==> config.mk <==
export PLATFORM = sky130hd
export DESIGN_NAME = mult_iter_ci
export DESIGN_NICKNAME = d
export VERILOG_FILES = /design/src/rtl/mult_iter_ci.sv
export SDC_FILE = /design/constraint.sdc
export NUM_CORES = 1
export LEC_CHECK = 0
export BUFFER_PORTS_ARGS = -buffer_cell sky130_fd_sc_hd__buf_2
export CAP_MARGIN = 20
export CELL_PAD_IN_SITES_DETAIL_PLACEMENT = 0
export CELL_PAD_IN_SITES_GLOBAL_PLACEMENT = 1
export CORE_UTILIZATION = 47
export CTS_CLUSTER_SIZE = 12
export DETAILED_ROUTE_END_ITERATION = 12
export GPL_TIMING_DRIVEN = 1
export PLACE_DENSITY = 0.82
export SLEW_MARGIN = 25
export SYNTH_ARGS = -nofsm -noshare
export SYNTH_HDL_FRONTEND = slang
export SYNTH_SLANG_ARGS = --single-unit
export TNS_END_PERCENT = 5
==> constraint.sdc <==
create_clock -name clk -period 12.2 [get_ports clk]
set_clock_uncertainty 0.1 [all_clocks]
set_input_delay 2.44 -clock clk [delete_from_list [all_inputs] [get_ports clk]]
set_output_delay 2.44 -clock clk [all_outputs]
set_load 0.02 [all_outputs]
==> src/rtl/mult_iter_ci.sv <==
// mult_iter_ci: iterative signed/unsigned multiplier with start/done handshake, BITS_PER_CYC bits per cycle
// Optional clamp of the low half on overflow is built only when MULT_ITER_SATURATE_EN is defined.
module mult_iter_ci #(
  parameter int WIDTH        = 32,
  parameter int BITS_PER_CYC = 4
) (
  input  logic             clk,
  input  logic             reset_n,
  input  logic             clk_en,
  input  logic             start,
  input  logic [WIDTH-1:0] dataa,
  input  logic [WIDTH-1:0] datab,
  input  logic [1:0]       n,
  output logic             done,
  output logic [WIDTH-1:0] result,
  output logic             busy,
  output logic             ovf
);
  localparam int K     = BITS_PER_CYC;
  localparam int STEPS = WIDTH / K;
  localparam int CW    = STEPS > 1 ? $clog2(STEPS) : 1;
  localparam int PW    = 2 * WIDTH;
  if (WIDTH % BITS_PER_CYC != 0) begin : g_bad_cfg
    $error("mult_iter_ci: BITS_PER_CYC must divide WIDTH");
  end
  typedef enum logic {IDLE, RUN} state_t;
  state_t           state;
  logic [WIDTH-1:0] mcand, mplier, res_nx;
  logic [PW-1:0]    acc, part, acc_nx, prod;
  logic [CW-1:0]    cnt;
  logic             sgn, sgd, hi_sel, ovf_nx;
  // Operands are held as magnitudes; the sign is reapplied to the full product at the end.
  always_comb begin
    part   = (PW'(mcand) * PW'(mplier[K-1:0])) << (cnt * K);
    acc_nx = acc + part;
    prod   = sgn ? -acc_nx : acc_nx;
  end
`ifdef MULT_ITER_SATURATE_EN
  logic             fits;
  logic [WIDTH-1:0] clamp;
  always_comb begin
    fits   = sgd ? (&prod[PW-1:WIDTH-1] | ~|prod[PW-1:WIDTH-1]) : ~|prod[PW-1:WIDTH];
    clamp  = sgd ? (prod[PW-1] ? {1'b1, {(WIDTH-1){1'b0}}} : {1'b0, {(WIDTH-1){1'b1}}}) : '1;
    ovf_nx = ~hi_sel & ~fits;
    res_nx = hi_sel ? prod[PW-1:WIDTH] : ovf_nx ? clamp : prod[WIDTH-1:0];
  end
`else
  always_comb begin
    ovf_nx = 1'b0;
    res_nx = hi_sel ? prod[PW-1:WIDTH] : prod[WIDTH-1:0];
  end
`endif
  always_ff @(posedge clk) begin
    if (!reset_n) begin
      state  <= IDLE;
      done   <= 1'b0;
      busy   <= 1'b0;
      result <= '0;
      ovf    <= 1'b0;
      mcand  <= '0;
      mplier <= '0;
      acc    <= '0;
      cnt    <= '0;
      sgn    <= 1'b0;
      sgd    <= 1'b0;
      hi_sel <= 1'b0;
    end else if (clk_en) begin
      done <= 1'b0;
      if (state == IDLE) begin
        if (start) begin
          mcand  <= (n[0] & dataa[WIDTH-1]) ? -dataa : dataa;
          mplier <= (n[0] & datab[WIDTH-1]) ? -datab : datab;
          sgn    <= n[0] & (dataa[WIDTH-1] ^ datab[WIDTH-1]);
          sgd    <= n[0];
          hi_sel <= n[1];
          acc    <= '0;
          cnt    <= '0;
          busy   <= 1'b1;
          state  <= RUN;
        end
      end else begin
        acc    <= acc_nx;
        mplier <= mplier >> K;
        cnt    <= cnt + 1'b1;
        if (cnt == CW'(STEPS - 1)) begin
          result <= res_nx;
          ovf    <= ovf_nx;
          done   <= 1'b1;
          busy   <= 1'b0;
          state  <= IDLE;
        end
      end
    end
  end
endmodule

-- Word-level counts from Yosys, hierarchy flattened
Cells that the tools add are included.
- flip-flop bits (word level): 168
- output and inout bits: 35
- word-level logic and storage cells: 47
- add/subtract/negate cells: 5
- $mul: 1
- equal/unequal tests: 2
- shift operators: 1
- multiplexer cells: 18
- bitwise gates (word level): 5
- reduce and logical (&&, ||, !) cells: 5
- operators by type and width (operator ; count):
    $mux W64 ; 3
    $mux W32 ; 5
    $add A64 B64 Y64 ; 1
    $neg A32 Y32 ; 2
    $neg A64 Y64 ; 1
    $shl A36 B5 Y64 ; 1
    $mul A32 B4 Y36 ; 1
    $reduce_and A3 Y1 ; 3
    $mux W1 ; 8
    $mux W3 ; 2
    $add A3 B1 Y3 const B ; 1
    $and A1 B1 Y1 ; 3
    $eq A3 B3 Y1 const B ; 1
    $ne A2 B1 Y1 const B ; 1
    $reduce_and A2 Y1 ; 1
    $reduce_bool A2 Y1 ; 1
    $not A1 Y1 ; 1
    $xor A1 B1 Y1 ; 1

-- Logic depth before layout (Yosys ltp)
- depth in word-level cells: 6
- depth in mapped cells: 34

-- Worst setup path before layout
No wires, ideal clock.
- path type: reg-to-reg
- from: register mplier[3]
- to: register result[29]
- library setup time: 0.087 ns
- arrival time: 8.504 ns
- required time: 12.013 ns
- path slack: 3.509 ns
- cell stages (with the launch flop): 33
- path buffers: 2
- period minus slack after synthesis: 8.691 ns
- path through: dfxtp_1 -> buf_1 -> nand2_1 -> fa_1 -> inv_1 -> fa_1 -> ha_1 -> a21o_1 -> a21oi_1 -> o21a_1 -> nor2_1 -> a2111oi_0 -> nor3_1 -> a21boi_0 -> o21bai_1 -> xor2_1 -> mux4_2 -> nand2_1 -> o21ai_0 -> ha_1 -> buf_2 -> nand2_1 -> nor4_2 -> nand2_1 -> o31ai_4 -> nor2_1 -> o41ai_1 -> xor2_1 -> or2_2 -> or4_1 -> or4_1 -> a22o_1 -> o31ai_1
- word-level cells in the longest chain between the ends: 6
- ends and longest elaborated chain (what ; RTL line ; source):
    start, declared ; 28 ; logic [WIDTH-1:0] mcand, mplier, res_nx;
    start signal, assigned ; 72 ; mplier <= (n[0] & datab[WIDTH-1]) ? -datab : datab;
    start signal, assigned ; 83 ; mplier <= mplier >> K;
    $mul A32 B4 Y36 (*) ; 34 ; part = (PW'(mcand) * PW'(mplier[K-1:0])) << (cnt * K);
    $shl A36 B5 Y64 (*) ; 34 ;
    $add A64 B64 Y64 (*) ; 35 ; acc_nx = acc + part;
    $neg A64 Y64 ; 36 ; prod = sgn ? -acc_nx : acc_nx;
    $mux W64 (*) ; 36 ;
    $mux W32 (*) ; 50 ; res_nx = hi_sel ? prod[PW-1:WIDTH] : prod[WIDTH-1:0];
    end signal, assigned ; 86 ; result <= res_nx;
    end, declared ; 15 ; output logic [WIDTH-1:0] result,
Mark *: on every way between the ends. The rest lies on a longest branch, timed or not.
A chain may end at the register's enable or synchronous reset.

-- Final worst setup path
Ends and elaborated chain as after synthesis.

==> Flow_metrics.wiki <==
{| class="wikitable"
! Metric !! Value
|-
| Critical path class || reg -> reg
|-
| Setup repair after global routing missed its margin || false
|-
| Max-cap violation count || 0
|-
| Crit share post-route || 86.4%
|-
| Number of gates resized after CTS || 0
|-
| Port buffer count || 103
|-
| Number of global-route vias before repair || 18600
|-
| Flip-flop and latch count after synthesis || 168
|-
| Final total negative setup slack || 0 ps
|-
| Number of antenna violations at the first check in global routing || 1
|-
| Diodes inserted || 0
|-
| Half-perimeter wire length after detailed placement || 54.2 mm
|-
| Gp weighted congestion || 1.02
|-
| Die H || 204 microns
|-
| Top delay family on crit path || compound AO/OA/AOI/OAI gates
|-
| Maximum count of clock buffers along a single path || 2
|-
| Number of clock buffers inserted by TritonCTS || 17
|-
| Result of the run || complete, no violations
|-
| Share of total power in combinational logic || 25.6%
|-
| First-pass GRT wire length || 106 mm
|-
| Min-Delay Path Class || reg -> reg
|-
| Synth warn || 0
|-
| I/O Pins || 105
|-
| Headroom to the max-slew limit || 30.6%
|-
| Total clock sinks || 168
|-
| Largest stage delay on the critical path || 940 ps
|-
| Number of buffers and inverters on the critical path || 2
|-
| # nets final || 2901
|-
| Netlist area before placement || 19200 sq um
|-
| Synth area leaders || dfxtp_1 (18%), ha_1 (7.0%), fa_1 (6.4%)
|-
| Post CTS Setup Buffer Count || 0
|-
| Wirelength per Cell || 21.4 microns
|-
| Deepest level of the CTS H-tree || 4
|-
| Later-pin clock latency in the skew report || 500 ps
|-
| Hold buffer count at CTS || 0
|-
| Number of enable flip-flop cells after synthesis || 0
|-
| Highest attainable clock frequency || 94.9 MHz
|-
| Share of Yosys cell area claimed by the top area cell type || 17.5%
|-
| Clock transition at the registers of the reported paths || 70 ps
|-
| P_sw || 0.567 mW
|-
| Kind of start point of the critical path || register
|-
| Arrival time at the worst endpoint || 10840 ps
|-
| Relative area change from synthesis to final layout || 7.45%
|-
| Cell internal pwr || 1.01 mW
|-
| Effective utilization at floorplan || 47.9%
|-
| Post-synthesis sequential area ratio || 17.5%
|-
| Total gr overflow || 0
|-
| Commonest register cell after synthesis || dfxtp_1
|-
| Master cell of the clock root buffer || clkbuf_16
|-
| Largest net degree at the start of global routing || 86
|-
| Netlist cell types || 100
|-
| Max FO, Critical Path || 33
|-
| Number of placement rows || 73
|-
| Vias after detailed routing || 19700
|-
| Proportion of layout cells with a drive suffix above 1 || 8.83%
|-
| Clk network pwr share || 37.4%
|-
| Area enclosed by the die boundary || 41600 sq um
|-
| Sequential group share of total power || 37.0%
|-
| First-iteration detailed-routing DRC count || 1561
|-
| Worst vdd rail ir drop || 0.0000855 V
|-
| Chip width || 204 microns
|-
| Library cell contributing the largest single delay on the critical path || dfxtp_1
|-
| Final hold violations || 0
|-
| Switching power as a share of total power || 35.8%
|-
| Power per Cell Area || 76.8 nW/um^2
|-
| Number of remaining DRC errors || 0
|-
| Required time of the critical path || 12500 ps
|-
| Total length of routed wires || 68.3 mm
|-
| Yosys top cell by area || dfxtp_1
|-
| Post-route minimum period || 10540 ps
|-
| Clock tree from TritonCTS || done
|-
| Syn_area_per_cell || 7.19 sq um
|-
| Max Transition Viols Final || 0
|-
| Gr usage total || 33.0%
|-
| Drt via density || 6.16
|-
| Static leakage || 8.72 nW
|-
| Number of nets with antenna violations after routing || 0
|-
| Area inside the core boundary || 40000 sq um
|-
| Synthesized net count || 2907
|-
| Type of destination of the critical path || register
|-
| Slew @ Worst Pin || 1030 ps
|-
| Length of the first detailed-routing pass in iterations || 6
|-
| # setup viols final || 0
|-
| Synthesized netlist cell count || 2668
|-
| Worst hold margin || 350 ps
|-
| Post-synthesis async set-or-reset flop share || 0%
|}
## cell usage after synthesis, types with 6 or more instances
cell type / instances
nand2_1: 309
nor2_1: 286
a21oi_1: 217
dfxtp_1: 168
o21ai_0: 168
inv_1: 159
clkbuf_1: 124
and2_1: 121
ha_1: 108
xnor2_1: 98
a22oi_1: 78
fa_1: 61
xor2_1: 55
nor3_1: 51
nand3_1: 47
a211oi_1: 46
mux2i_1: 44
a21o_1: 36
nand4_1: 33
or3_1: 28
o31ai_1: 26
o21ai_1: 23
a31oi_1: 21
buf_2: 21
o21bai_1: 21
o211ai_1: 20
nor4_1: 19
nand2b_1: 18
o41ai_1: 15
and3_1: 14
mux2_2: 11
o22ai_1: 10
or4_1: 10
a221oi_1: 9
a311oi_1: 9
o21a_1: 9
or2_2: 9
nor2b_1: 8
nor3b_1: 8
a21oi_2: 6
and4_1: 6
buf_1: 6
nand3b_1: 6
o311ai_0: 6
## layout make-up
class / count / area, sq um
clock buffers: 17 / 425
multi-input cells: 2183 / 14600
flip-flops and latches: 168 / 3370
fillers: 4019 / 19400
clock inverters: 14 / 188
well taps: 525 / 657
repair buffers: 129 / 731
inverters: 163 / 617
## sequential cells by signal, summed over array words and instances (netlist names)
name	flops
cnt	3
hi_sel	1
busy	1
acc	64
sgn	1
result	32
mcand	32
mplier	32
state	1
done	1
## per-layer routing
layer	wire length [microns]	part of all wire (%)	vias up	global-route usage, %
met5	19	0.028	-	0
met4	3590	5.3	2	18.4
met3	4070	6.0	165	4.61
met2	31000	45	739	53.3
met1	29600	43	9295	42.2
li1	-	-	9495	-
## worst min-delay path, stage by stage (launching register included)
cell and delay (ps):
dfxtp_1 310, nand2_1 50, a21oi_1 50
## cells by family after synthesis
family / count (synthesis) / share of synthesized area, %
other: 1 / 0.0196
AND/OR/NAND/NOR: 1004 / 25.2
AO/OA/AOI/OAI: 799 / 27.2
adder cells (fa/ha/maj): 169 / 13.4
multiplexers: 56 / 3.06
XOR/XNOR: 154 / 7.11
buffers and inverters: 317 / 6.42
flip-flops: 168 / 17.5
## path summary, 6_finish.rpt
| kind | cells past startpoint | startpoint | slack, ps | end |
|---|---|---|---|---|
| min reg2reg | 2 | mplier[21]$_SDFFE_PN0P_ | 350 | mplier[21]$_SDFFE_PN0P_ |
| max | 31 | mplier[3]$_SDFFE_PN0P_ | 1660 | result[29]$_SDFFE_PN0P_ |
| min | 2 | mplier[21]$_SDFFE_PN0P_ | 350 | mplier[21]$_SDFFE_PN0P_ |
| max reg2reg | 31 | mplier[3]$_SDFFE_PN0P_ | 1660 | result[29]$_SDFFE_PN0P_ |
## power groups by stage
stage	sequential [mW]	combinational, mW	clock (mW)
detailed placement	0.598	0.395	0
CTS	0.586	0.398	0.605
finish	0.585	0.404	0.592
global route	0.589	0.440	0.625
floorplan	0.586	0.293	0
global placement	0.597	0.391	0
## metrics by stage
step	setup slack (ps)	cell area (sq um)	power, mW	cells	util, %
finish	1660	20600	1.58	3199	51.5
detailed placement	1740	20000	0.994	3168	49.9
floorplan	3510	19200	0.879	2668	-
global placement	1870	19900	0.988	3167	49.8
CTS	1720	20600	1.59	3199	51.5
global route	927	20600	1.65	3199	51.5
## layout by cell type (no fill, tap or decap), drive strengths merged, types with 16 or more instances in the layout
cell    Yosys  final
nand2     310    310
nor2      286    286
a21oi     224    224
o21ai     192    192
inv       162    169
dfxtp     168    168
buf        30    129
and2      121    121
ha        108    108
xnor2      98     98
a22oi      78     78
fa         61     61
xor2       55     55
nor3       53     53
a211oi     51     51
nand3      48     48
mux2i      44     44
a21o       36     36
nand4      34     34
or3        28     28
o31ai      27     27
nor4       22     22
a31oi      21     21
o21bai     21     21
o211ai     20     20
nand2b     18     18
clkbuf    124     17
o41ai      16     16
No activity file was read; power rests on OpenSTA's default activity.
